`src/rtl/host_rx_deframer_pkg.sv`:
```
// Shared header field layout, header type codes and parser state encodings
// for the host receive deframer.
package host_rx_deframer_pkg;

    localparam logic [1:0] HDR_T_CMD  = 2'b00;
    localparam logic [1:0] HDR_T_DATA = 2'b01;

    localparam int HDR_TYPE_MSB = 7;
    localparam int HDR_TYPE_LSB = 6;
    localparam int HDR_NW_MSB   = 5;
    localparam int HDR_NW_LSB   = 0;

    localparam int         DATA_W         = 64;
    localparam int         DATA_BYTES     = DATA_W / 8;
    localparam logic [2:0] WORD_LAST_BYTE = 3'd7;

    typedef enum logic [1:0] {
        ST_HDR  = 2'd0,
        ST_CMD  = 2'd1,
        ST_DATA = 2'd2,
        ST_ERR  = 2'd3
    } state_t;

endpackage

```
`src/rtl/host_rx_deframer_hs.sv`:
```
// Single-entry handshake register: i_load captures i_dat and raises o_vld the same edge,
// o_vld && i_consume clears it. The caller never loads while o_vld is set.
module hs_reg1 #(
    parameter int W = 8
) (
    input  logic         clk,
    input  logic         rst,
    input  logic         i_load,
    input  logic [W-1:0] i_dat,
    input  logic         i_consume,
    output logic         o_vld,
    output logic [W-1:0] o_dat
);

    logic         r_vld;
    logic [W-1:0] r_dat;

    always_ff @(posedge clk or posedge rst) begin
        if (rst) begin
            r_vld <= 1'b0;
            r_dat <= '0;
        end else if (i_load) begin
            r_vld <= 1'b1;
            r_dat <= i_dat;
        end else if (r_vld && i_consume) begin
            r_vld <= 1'b0;
        end
    end

    assign o_vld = r_vld;
    assign o_dat = r_dat;

endmodule

```
`src/rtl/host_rx_deframer.sv`:
```
// Splits framed host bytes into commands and 64-bit words; outputs rise on the final byte's edge.
// The completing byte is refused while its output register is still full; ERR drops everything.
module host_rx_deframer
    import host_rx_deframer_pkg::*;
#(
    parameter int CMD_W = 16
) (
    input  logic              clk,
    input  logic              rst,
    input  logic [7:0]        rx_byte,
    input  logic              rx_isReady,
    output logic              rx_canReceive,
    output logic [CMD_W-1:0]  cmd,
    output logic              cmd_hasAny,
    input  logic              cmd_consume,
    output logic [DATA_W-1:0] data,
    output logic              data_isReady,
    input  logic              data_canReceive,
    output logic              frame_err,
    output logic              busy
);

    localparam int         CMD_BYTES = (CMD_W + 7) / 8;
    localparam logic [2:0] CMD_LAST  = 3'(CMD_BYTES - 1);

    state_t r_state;
    state_t w_state_nxt;
    logic [2:0] r_byte_cnt;
    logic [2:0] w_byte_nxt;
    logic [5:0] r_word_cnt;
    logic [5:0] w_word_nxt;

    logic [CMD_BYTES*8-1:0] r_cmd_acc;
    logic [CMD_BYTES*8-1:0] w_cmd_full;
    logic [DATA_W-1:0]      r_data_acc;
    logic [DATA_W-1:0]      w_data_full;

    logic w_fire;
    logic w_cmd_last;
    logic w_word_last;
    logic w_cmd_load;
    logic w_data_load;

    assign w_cmd_last  = (r_state == ST_CMD)  && (r_byte_cnt == CMD_LAST);
    assign w_word_last = (r_state == ST_DATA) && (r_byte_cnt == WORD_LAST_BYTE);

    // Stall depends only on registered state so consume never reaches rx_canReceive combinationally.
    assign rx_canReceive = !rst && !((w_cmd_last && cmd_hasAny) || (w_word_last && data_isReady));
    assign w_fire        = rx_isReady && rx_canReceive;
    assign w_cmd_load    = w_fire && w_cmd_last;
    assign w_data_load   = w_fire && w_word_last;

    always_comb begin
        w_cmd_full = r_cmd_acc;
        for (int i = 0; i < CMD_BYTES; i++) begin
            if (r_byte_cnt == 3'(i)) w_cmd_full[i*8 +: 8] = rx_byte;
        end
        w_data_full = r_data_acc;
        for (int i = 0; i < DATA_BYTES; i++) begin
            if (r_byte_cnt == 3'(i)) w_data_full[i*8 +: 8] = rx_byte;
        end
    end

    always_comb begin
        w_state_nxt = r_state;
        w_byte_nxt  = r_byte_cnt;
        w_word_nxt  = r_word_cnt;
        if (w_fire) begin
            case (r_state)
                ST_HDR: begin
                    w_byte_nxt = 3'd0;
                    case (rx_byte[HDR_TYPE_MSB:HDR_TYPE_LSB])
                        HDR_T_CMD:  w_state_nxt = ST_CMD;
                        HDR_T_DATA: begin
                            w_state_nxt = ST_DATA;
                            w_word_nxt  = rx_byte[HDR_NW_MSB:HDR_NW_LSB];
                        end
                        default:    w_state_nxt = ST_ERR;
                    endcase
                end
                ST_CMD: begin
                    if (w_cmd_last) begin
                        w_state_nxt = ST_HDR;
                        w_byte_nxt  = 3'd0;
                    end else begin
                        w_byte_nxt = r_byte_cnt + 3'd1;
                    end
                end
                ST_DATA: begin
                    w_byte_nxt = r_byte_cnt + 3'd1;
                    if (w_word_last) begin
                        if (r_word_cnt == 6'd0) w_state_nxt = ST_HDR;
                        else                    w_word_nxt  = r_word_cnt - 6'd1;
                    end
                end
                default: ;
            endcase
        end
    end

    always_ff @(posedge clk or posedge rst) begin
        if (rst) begin
            r_state    <= ST_HDR;
            r_byte_cnt <= 3'd0;
            r_word_cnt <= 6'd0;
        end else begin
            r_state    <= w_state_nxt;
            r_byte_cnt <= w_byte_nxt;
            r_word_cnt <= w_word_nxt;
        end
    end

    always_ff @(posedge clk or posedge rst) begin
        if (rst) begin
            r_cmd_acc  <= '0;
            r_data_acc <= '0;
        end else if (w_fire) begin
            if (r_state == ST_CMD)  r_cmd_acc  <= w_cmd_full;
            if (r_state == ST_DATA) r_data_acc <= w_data_full;
        end
    end

    hs_reg1 #(.W(CMD_W)) u_cmd_reg (
        .clk       (clk),
        .rst       (rst),
        .i_load    (w_cmd_load),
        .i_dat     (w_cmd_full[CMD_W-1:0]),
        .i_consume (cmd_consume),
        .o_vld     (cmd_hasAny),
        .o_dat     (cmd)
    );

    hs_reg1 #(.W(DATA_W)) u_data_reg (
        .clk       (clk),
        .rst       (rst),
        .i_load    (w_data_load),
        .i_dat     (w_data_full),
        .i_consume (data_canReceive),
        .o_vld     (data_isReady),
        .o_dat     (data)
    );

    assign frame_err = (r_state == ST_ERR);
    assign busy      = (r_state == ST_CMD) || (r_state == ST_DATA);

endmodule

```
`config.mk`:
```
export PLATFORM = sky130hd
export DESIGN_NAME = host_rx_deframer
export DESIGN_NICKNAME = d
export VERILOG_FILES = /design/src/rtl/host_rx_deframer_pkg.sv /design/src/rtl/host_rx_deframer_hs.sv /design/src/rtl/host_rx_deframer.sv
export SDC_FILE = /design/constraint.sdc
export NUM_CORES = 1
export LEC_CHECK = 0
export ABC_CLOCK_PERIOD_IN_PS = 7800
export CAP_MARGIN = 20
export CORE_MARGIN = 2
export CORE_UTILIZATION = 51
export CTS_CLUSTER_SIZE = 20
export DETAILED_ROUTE_END_ITERATION = 6
export DONT_BUFFER_PORTS = 1
export PLACE_DENSITY = 0.66
export SLEW_MARGIN = 20
export SYNTH_ARGS = -nofsm -noshare
export SYNTH_HDL_FRONTEND = slang
export SYNTH_SLANG_ARGS = --single-unit
export TNS_END_PERCENT = 50
```
`constraint.sdc`:
```
create_clock -name clk -period 7.8 [get_ports clk]
set_clock_uncertainty 0.15 [all_clocks]
set_input_delay 1.17 -clock clk [delete_from_list [all_inputs] [get_ports clk]]
set_output_delay 1.17 -clock clk [all_outputs]
set_load 0.03 [all_outputs]
```
## After elaboration in Yosys (flattened, before gate mapping)

Index checks and enable logic that the tools add are counted.

- Flip-flop bits (word level): 173
- Bits of input ports: 13
- Output and inout port bits: 85

- $add $sub $neg: 2
- Eq/ne operators: 16
- Multiplexer cells: 25
- Reductions and logical operators: 27

Operators by type and width:

| operator | number |
|---|---|
| $mux W8 | 10 |
| $mux W6 | 3 |
| $eq A3 B3 Y1 const B | 4 |
| $pmux W6 S2 | 1 |
| $logic_and A1 B1 Y1 | 10 |
| $reduce_and A5 Y1 | 2 |
| $pmux W3 S3 | 1 |
| $ne A2 B2 Y1 const B | 4 |
| $eq A3 B2 Y1 const B | 2 |
| $logic_not A6 Y1 | 1 |
| $mux W2 | 3 |
| $pmux W2 S3 | 1 |
| $reduce_and A2 Y1 | 3 |
| $reduce_bool A2 Y1 | 3 |
| $sub A6 B1 Y6 const B | 1 |
| $eq A2 B1 Y1 const B | 2 |
| $eq A2 B2 Y1 const B | 2 |
| $logic_not A2 Y1 | 2 |
| $mux W1 | 4 |
| $pmux W2 S2 | 1 |
| $add A3 B1 Y3 const B | 1 |
| $eq A3 B1 Y1 const B | 1 |
| $logic_not A3 Y1 | 1 |
| $mux W3 | 1 |
| 4 further kinds | 6 |

## Depth between registers and ports, before layout

Gate-level depths: netlist of the first run.

- Depth in word-level cells: 9
- Mapped depth: 9
- Depth with buffers taken out: 6

## Cells and area by module

A second synthesis of the first run with hierarchy kept.

- Cell total of the unflattened synthesis: 618
- Area total of the unflattened synthesis: 8145.3 µm²

By module, submodules not included:

| module | instances | cells an instance | area each (µm²) | sequential area each (µm²) |
|---|---|---|---|---|
| host_rx_deframer | 1 | 441 | 4839.6 | 2277.2 |
| hs_reg1 (u_data_reg) | 1 | 139 | 2618.8 | 1626.6 |
| hs_reg1 (u_cmd_reg) | 1 | 38 | 686.9 | 425.4 |

## Worst setup path before layout of the first run

No wires, ideal clock.

- Path kind: input -> output
- Start point: in rst
- End point: out rx_canReceive
- Arrival time: 1.725 ns
- Required time: 6.480 ns
- Path slack: 4.755 ns
- Cell stages on the path: 2
- Buffers on the path: 0
- Cell sequence: a31oi_4 and2_1

- Cells in the longest elaborated chain, start to end: 2

Ends and longest elaborated chain:

| element | RTL line | text |
|---|---|---|
| start: declaration | host_rx_deframer.sv:9 | `input logic rst,` |
| $logic_not A1 Y1 (no source line) | -- |  |
| $logic_and A1 B1 Y1 | host_rx_deframer.sv:48 | `assign rx_canReceive = !rst && !((w_cmd_last && cmd_hasAny) \|\| (w_word_last && data_isReady));` |
| end: declaration | host_rx_deframer.sv:12 | `output logic rx_canReceive,` |

Every way passes these cells.

## Worst setup path after layout of the first run

- Start point: reg r_state[0]
- End point: out rx_canReceive

- Cells in the longest elaborated chain, start to end: 6
- Elaborated cells on any way between the ends: 9
- Classes of those cells: 2 x eq/ne; 7 x reduce/logical

Ends and longest elaborated chain:

| element | RTL line | text |
|---|---|---|
| start: declaration | host_rx_deframer.sv:26 | `state_t r_state;` |
| start signal: assignment | host_rx_deframer.sv:107 | `r_state <= w_state_nxt;` |
| $eq A2 B1 Y1 / $eq A2 B2 Y1 (equally long branches) | host_rx_deframer.sv:44, host_rx_deframer.sv:45 |  |
| $logic_and A1 B1 Y1 (on tied branches) | host_rx_deframer.sv:44, host_rx_deframer.sv:45 |  |
| $logic_and A1 B1 Y1 | host_rx_deframer.sv:48 |  |
| $logic_or A1 B1 Y1 (*) | host_rx_deframer.sv:48 |  |
| $logic_not A1 Y1 (*) | host_rx_deframer.sv:48 |  |
| $logic_and A1 B1 Y1 (*) | host_rx_deframer.sv:48 |  |

Every way passes the cells marked *; elsewhere a longest branch is shown, timed or not.

==> flow_summary_export.csv, run 1 <==
group,metric,value,unit
timing,slew_violations,0,
synthesis,synth_mux_area_frac,0.188,
timing,rsz0062_at_grt,"false",
timing,tns,0,ns
cts,clock-root-buffer,"clkbuf_16",
timing,setup_viol,0,
synthesis,ys_ff_latch,157,
power,p_per_area,365,nW/um2
timing,min_period,3.51,ns
cts,clockBufferDepth,2,
cts,htree_num_levels,4,
critical_path,r2r_cells,6,
critical_path,crit_fanout,16,
power,ir_drop,0.205,mV
placed_design,dp.cells,745,
drt,ant_nets,0,
synthesis,avgSynthCellArea,11.6,um2
placed_design,dp.final_hpwl,10000,um
global_routing,grt_max_degree,82,
cts,cts_tree,"yes",
critical_path,worst_path_max_delay_cell,"ha_1",
floorplan,pin_count,98,
synthesis,syn_nets,639,
drt,vias,4585,
critical_path,path_cells,"inv_1 > ha_1 > a31oi_4 > and2_1",
layout,design_area,7700,um2
floorplan,chipHeight,122,um
synthesis,synth_edf_count,0,
synthesis,yosysWarnings,0,
critical_path,worstSetupPathType,"register to output pin",
timing,slew_headroom,0.348,
drt,via_per_inst,5.90,
drt,drc,0,
critical_path,slowest_delay,0.61,ns
synthesis,synth_area,7090,um2
timing,hold_ws,0.354,ns
power,finalPower,2.81,mW
timing,setup_slack,4.29,ns
drt,dr.pass1.iters,4,
hold_path,min_path_type,"register to register",
global_routing,track_usage,0.232,
synthesis,synthAdderAreaFrac,0.0212,
cts,clk_pin_slew,0.06,ns
global_routing,grt_first_pass_wirelength,25800,um
synthesis,ys_types,40,
synthesis,ys_async_sr_fraction,1.00,
timing,max_freq,0.285,GHz
timing,tightest_slew,0.974,ns
floorplan,dieWidth,122,um
global_routing,antenna_found_initial,0,
floorplan,start_util,0.517,
synthesis,synth_compound_area_frac,0.120,
placed_design,port_buffers,0,
cts,postCtsSetupBuffers,0,
cts,numCtsBuffers,17,
drt,wl_per_cell,20.6,um
run_status,status,"completed",
critical_path,crit_path_end_kind,"output pin",
synthesis,yosys.area_share.simple,0.0741,
drt,drt_wl_total,16000,um
hold_path,worstHoldPathCells,1,
layout,final_core_util,0.561,
placed_design,gp_congestion,0.754,
floorplan,core_area,13700,um2
layout,n_antenna_cell,0,
job,max_cap_violations,0,
critical_path,required,6.48,ns
synthesis,syn_inst,614,
global_routing,grt_overflow,0,
synthesis,synth_xor_area_frac,0,
floorplan,die_area,14900,um2
global_routing,grt_pass1_vias,4594,
critical_path,worstPathArrival,2.19,ns
layout,area_delta_synth_final,8.56,%
synthesis,synth_seq_area_share,0.554,
critical_path,critical_path.startpoint_type,"register",
layout,final_nets,609,
placed_design,place_area,7100,um2
cts,clk_latency,0.43,ns
floorplan,rows,43,
timing,finalCritPeriodShare,0.450,
power,p_leak,3.68,nW
cts,cts-resized-gates,0,
synthesis,yosys_most_used_dff,"dfrtp_1",
drt,drt_iter0_markers,266,
cts,clock-sinks,157,
layout,layout.cells.non_filler,777,
synthesis,synth_top_family_by_area,"multiplexers",
timing,hold_violations,0,
cts,postCtsHoldBufs,0,
layout,drive_gt1_frac,0.204,
placed_design,dpl_worst_slack,4.32,ns
## layer usage
layer,global-route usage,up-vias,wire length [um]
li1,-,2111,-
met1,0.321,2308,7240
met2,0.338,154,7300
met3,0.0838,12,1340
met4,0.0797,0,153
met5,0,-,0
## worst max-delay path, delay by kind of cell, from the launching register on
kind            cells  cell delay (ns)
buf+inv             1             0.13
flops               1             0.42
simple gates        1             0.34
compound gates      1             0.26
fa+ha+maj           1             0.61
## registers in the layout, summed over array words and instances, names as in the netlist
name / flops
u_data_reg.o_dat: 64
r_data_acc: 56
u_cmd_reg.o_dat: 16
r_cmd_acc: 8
r_word_cnt: 6
r_byte_cnt: 3
r_state: 2
u_cmd_reg.o_vld: 1
u_data_reg.o_vld: 1
## placed cells by master, fill, tap and decap left out, types with 2 or more instances in the layout
cell type,instances
clkinv_4,2
nand4_1,5
a41oi_1,4
nor2_2,6
nand3_1,2
nand2_1,43
clkbuf_8,4
and4_1,2
bufinv_16,2
nand4_4,2
or3b_2,2
inv_1,15
a21oi_1,20
o21ai_1,6
nor4b_1,2
o21ai_0,121
clkinv_2,6
dfrtp_1,157
nor3_1,3
ha_1,12
or3_1,2
mux2i_1,51
clkbuf_16,17
mux2_2,73
o211ai_1,4
nand2b_1,3
nor2_1,3
nor2b_1,2
and3_1,12
## power breakdown
| part | total [mW] | leakage, nW | internal [mW] | switching, mW |
|---|---|---|---|---|
| registers | 1.46 | 2.04 | 1.07 | 0.382 |
| logic | 0.534 | 1.34 | 0.267 | 0.267 |
| clock network | 0.824 | 0.298 | 0.502 | 0.323 |
| total | 2.81 | 3.68 | 1.84 | 0.971 |
## Yosys cell counts (5+ instances only)
library cell	count	share of area
o21ai_1	6	0.0042
o21ai_0	121	0.085
buf_2	6	0.0042
mux2i_1	51	0.072
nor2_2	6	0.0053
nand4_1	5	0.0044
inv_1	16	0.0085
mux2_2	73	0.12
ha_1	12	0.021
a21oi_1	20	0.014
nand2_1	43	0.023
dfrtp_1	157	0.55
clkbuf_1	34	0.018
and3_1	12	0.011
## area by class of cell
| class | count | area [um2] |
|---|---|---|
| clock inverters | 11 | 115 |
| fillers | 1130 | 6020 |
| clock buffers | 21 | 480 |
| well taps | 180 | 225 |
| multi-input cells | 388 | 2860 |
| inverters | 18 | 72.6 |
| repair buffers | 2 | 18.8 |
| flip-flops and latches | 157 | 3930 |
## final timing paths
kind | from | endpoint | slack [ns]
min reg2reg | r_data_acc[29] | r_data_acc[29] | 0.35
min | r_data_acc[29] | r_data_acc[29] | 0.35
max reg2reg | r_state[0] | r_data_acc[5] | 4.42
max | r_state[0] | rx_canReceive | 4.29
max in group asynchronous | rst | r_data_acc[20] | 5.76
min in group asynchronous | rst | r_word_cnt[1] | 0.57
## kinds of logic after synthesis
group                      Yosys count
buffers and inverters               69
DFF                                157
AOI/OAI and AO/OA                  159
muxes                              124
and+or+nand+nor                     93
adders and majority gates           12
Note: power is estimated with default switching activity, not from simulation.
==> inputs of run 2 (changes only) <==
--- a/config.mk
+++ b/config.mk
@@ -5,7 +5,7 @@
 export SDC_FILE = /design/constraint.sdc
 export NUM_CORES = 1
 export LEC_CHECK = 0
-export ABC_CLOCK_PERIOD_IN_PS = 7800
+export ABC_CLOCK_PERIOD_IN_PS = 3500
 export CAP_MARGIN = 20
 export CORE_MARGIN = 2
 export CORE_UTILIZATION = 51
==> constraint.sdc (replaced) <==
create_clock -name clk -period 3.5 [get_ports clk]
set_clock_uncertainty 0.15 [all_clocks]
set_input_delay 0.525 -clock clk [delete_from_list [all_inputs] [get_ports clk]]
set_output_delay 0.525 -clock clk [all_outputs]
set_load 0.03 [all_outputs]
==> run 2 against run 1 <==
  * Sequential power is 120% higher
  * Largest cell class unchanged
  * Combinational power is 130% higher
  * Power is 120% higher
  * Sequential cell count stayed put
  * Final cell count is 1.0% higher
  * Critical path depth is 2 higher
  * Setup slack worse by 3.7 ns
  * Global-route usage is 0.16 points lower
==> flow_summary_export.csv, run 2 (synthesized netlist as in run 1, its figures left out) <==
group,metric,value,unit
cts,cts_tree,"yes",
critical_path,crit_path_end_kind,"register",
floorplan,dieWidth,122,um
cts,htree_num_levels,4,
timing,hold_ws,0.0329,ns
power,ir_drop,0.433,mV
layout,n_antenna_cell,0,
placed_design,gp_congestion,0.821,
layout,regArea,3930,um2
power,p_leak,3.70,nW
critical_path,critical_path.startpoint_type,"register",
timing,min_period,2.88,ns
floorplan,chipHeight,122,um
drt,drt_wl_total,16100,um
critical_path,crit_fanout,26,
hold_path,hold_path.startpoint,"cmd_consume",
timing,tightest_slew,0.849,ns
timing,setup_viol,0,
placed_design,place_area,7180,um2
timing,tns,0,ns
floorplan,rows,43,
run_status,status,"completed",
cts,clockBufferDepth,2,
drt,vias,4674,
cts,cts-resized-gates,0,
timing,finalCritPeriodShare,0.824,
placed_design,dp.final_hpwl,10300,um
drt,dr.pass1.iters,5,
drt,drt_iter0_markers,271,
hold_path,min_path_type,"input port to register",
drt,wl_per_cell,20.6,um
global_routing,grt_max_degree,73,
floorplan,start_util,0.517,
layout,largest_reg_flops,64,
critical_path,required,3.66,ns
timing,hold_violations,0,
critical_path,worstSetupPathType,"register to register",
layout,drive_gt1_frac,0.212,
critical_path,worstPathArrival,3.04,ns
cts,numCtsBuffers,17,
drt,ant_nets,0,
global_routing,grt_overflow,0,
floorplan,die_area,14900,um2
critical_path,regToRegStartpoint,"r_byte_cnt[0]",
floorplan,core_area,13700,um2
job,max_cap_violations,0,
layout,multi_input_area,2860,um2
cts,clk_pin_slew,0.06,ns
global_routing,grt_first_pass_wirelength,25600,um
drt,via_per_inst,5.95,
timing,slew_headroom,0.433,
critical_path,crit_start,"r_byte_cnt[0]",
drt,drc,0,
layout,final_common_cell,"dfrtp_1",
layout,mostFrequentLayoutCells,"157 x dfrtp_1, 121 x o21ai_0, 73 x mux2_2, 51 x mux2i_1, 43 x nand2_1",
global_routing,track_usage,0.230,
global_routing,grt_pass1_vias,4739,
global_routing,antenna_found_initial,0,
power,p_per_area,801,nW/um2
cts,clock-root-buffer,"clkbuf_16",
cts,clk_latency,0.43,ns
timing,rsz0062_at_grt,"false",
layout,design_area,7750,um2
cts,clock-sinks,157,
floorplan,pin_count,98,
layout,area_delta_synth_final,9.24,%
timing,max_freq,0.347,GHz
placed_design,port_buffers,0,
timing,slew_violations,0,
layout,final_nets,617,
layout,fillCellCount,1159,
run 2: final timing paths:
path	cells past startpoint	slack, ns	end
max in group asynchronous	3	1.78	u_data_reg.o_dat[19]
min	1	0.03	u_cmd_reg.o_vld
max	6	0.62	r_data_acc[21]
min reg2reg	1	0.35	r_data_acc[24]
max reg2reg	6	0.62	r_data_acc[21]
min in group asynchronous	2	0.59	u_cmd_reg.o_dat[9]
run 2: report_power, final:
part	internal (mW)	switching [mW]	total (mW)
combinational	0.607	0.610	1.22
clock	1.03	0.720	1.75
sequential	2.39	0.847	3.24
total	4.03	2.18	6.20
run 2: area by class of cell:
type,count,area share
flip-flops and latches,157,0.507
well taps,180,0.0291
clock buffers,21,0.0607
inverters,18,0.00921
clock inverters,11,0.0118
repair buffers,10,0.0132
multi-input cells,388,0.369
run 2: critical path: stages (launching register included):
cell and delay (ns):
dfrtp_1 0.42, ha_1 0.24, ha_1 0.28, a31oi_4 0.31
nand4_4 0.42, nor2_2 0.54, mux2_2 0.40
run 2: stage by stage:
| stage | cells | power [mW] | util | setup slack (ns) |
|---|---|---|---|---|
| final | 785 | 6.20 | 0.565 | 0.615 |
| after detailed placement | 752 | 4.49 | 0.523 | 0.654 |
| after global routing | 785 | 6.54 | 0.565 | 0.445 |
| after floorplan | 614 | 4.16 | - | 0.838 |
| after global placement | 752 | 4.40 | 0.523 | 0.752 |
| after CTS | 785 | 6.24 | 0.565 | 0.608 |
run 2: routing by layer:
layer  share of wire  GRT usage  vias to the layer above  wire [um]
li1                -          -                     2114          -
met1            0.44      0.302                     2390       7050
met2            0.47      0.357                      143       7590
met3           0.070     0.0712                       27       1130
met4           0.023     0.0912                        0        374
met5               0          0                        -          0
run 2: repair_timing:
item | 4_1_cts | 5_1_grt
hold buffers | 1 | 0
endpoints found under the hold margin | 34 | 0
buffers inserted | 0 | 0
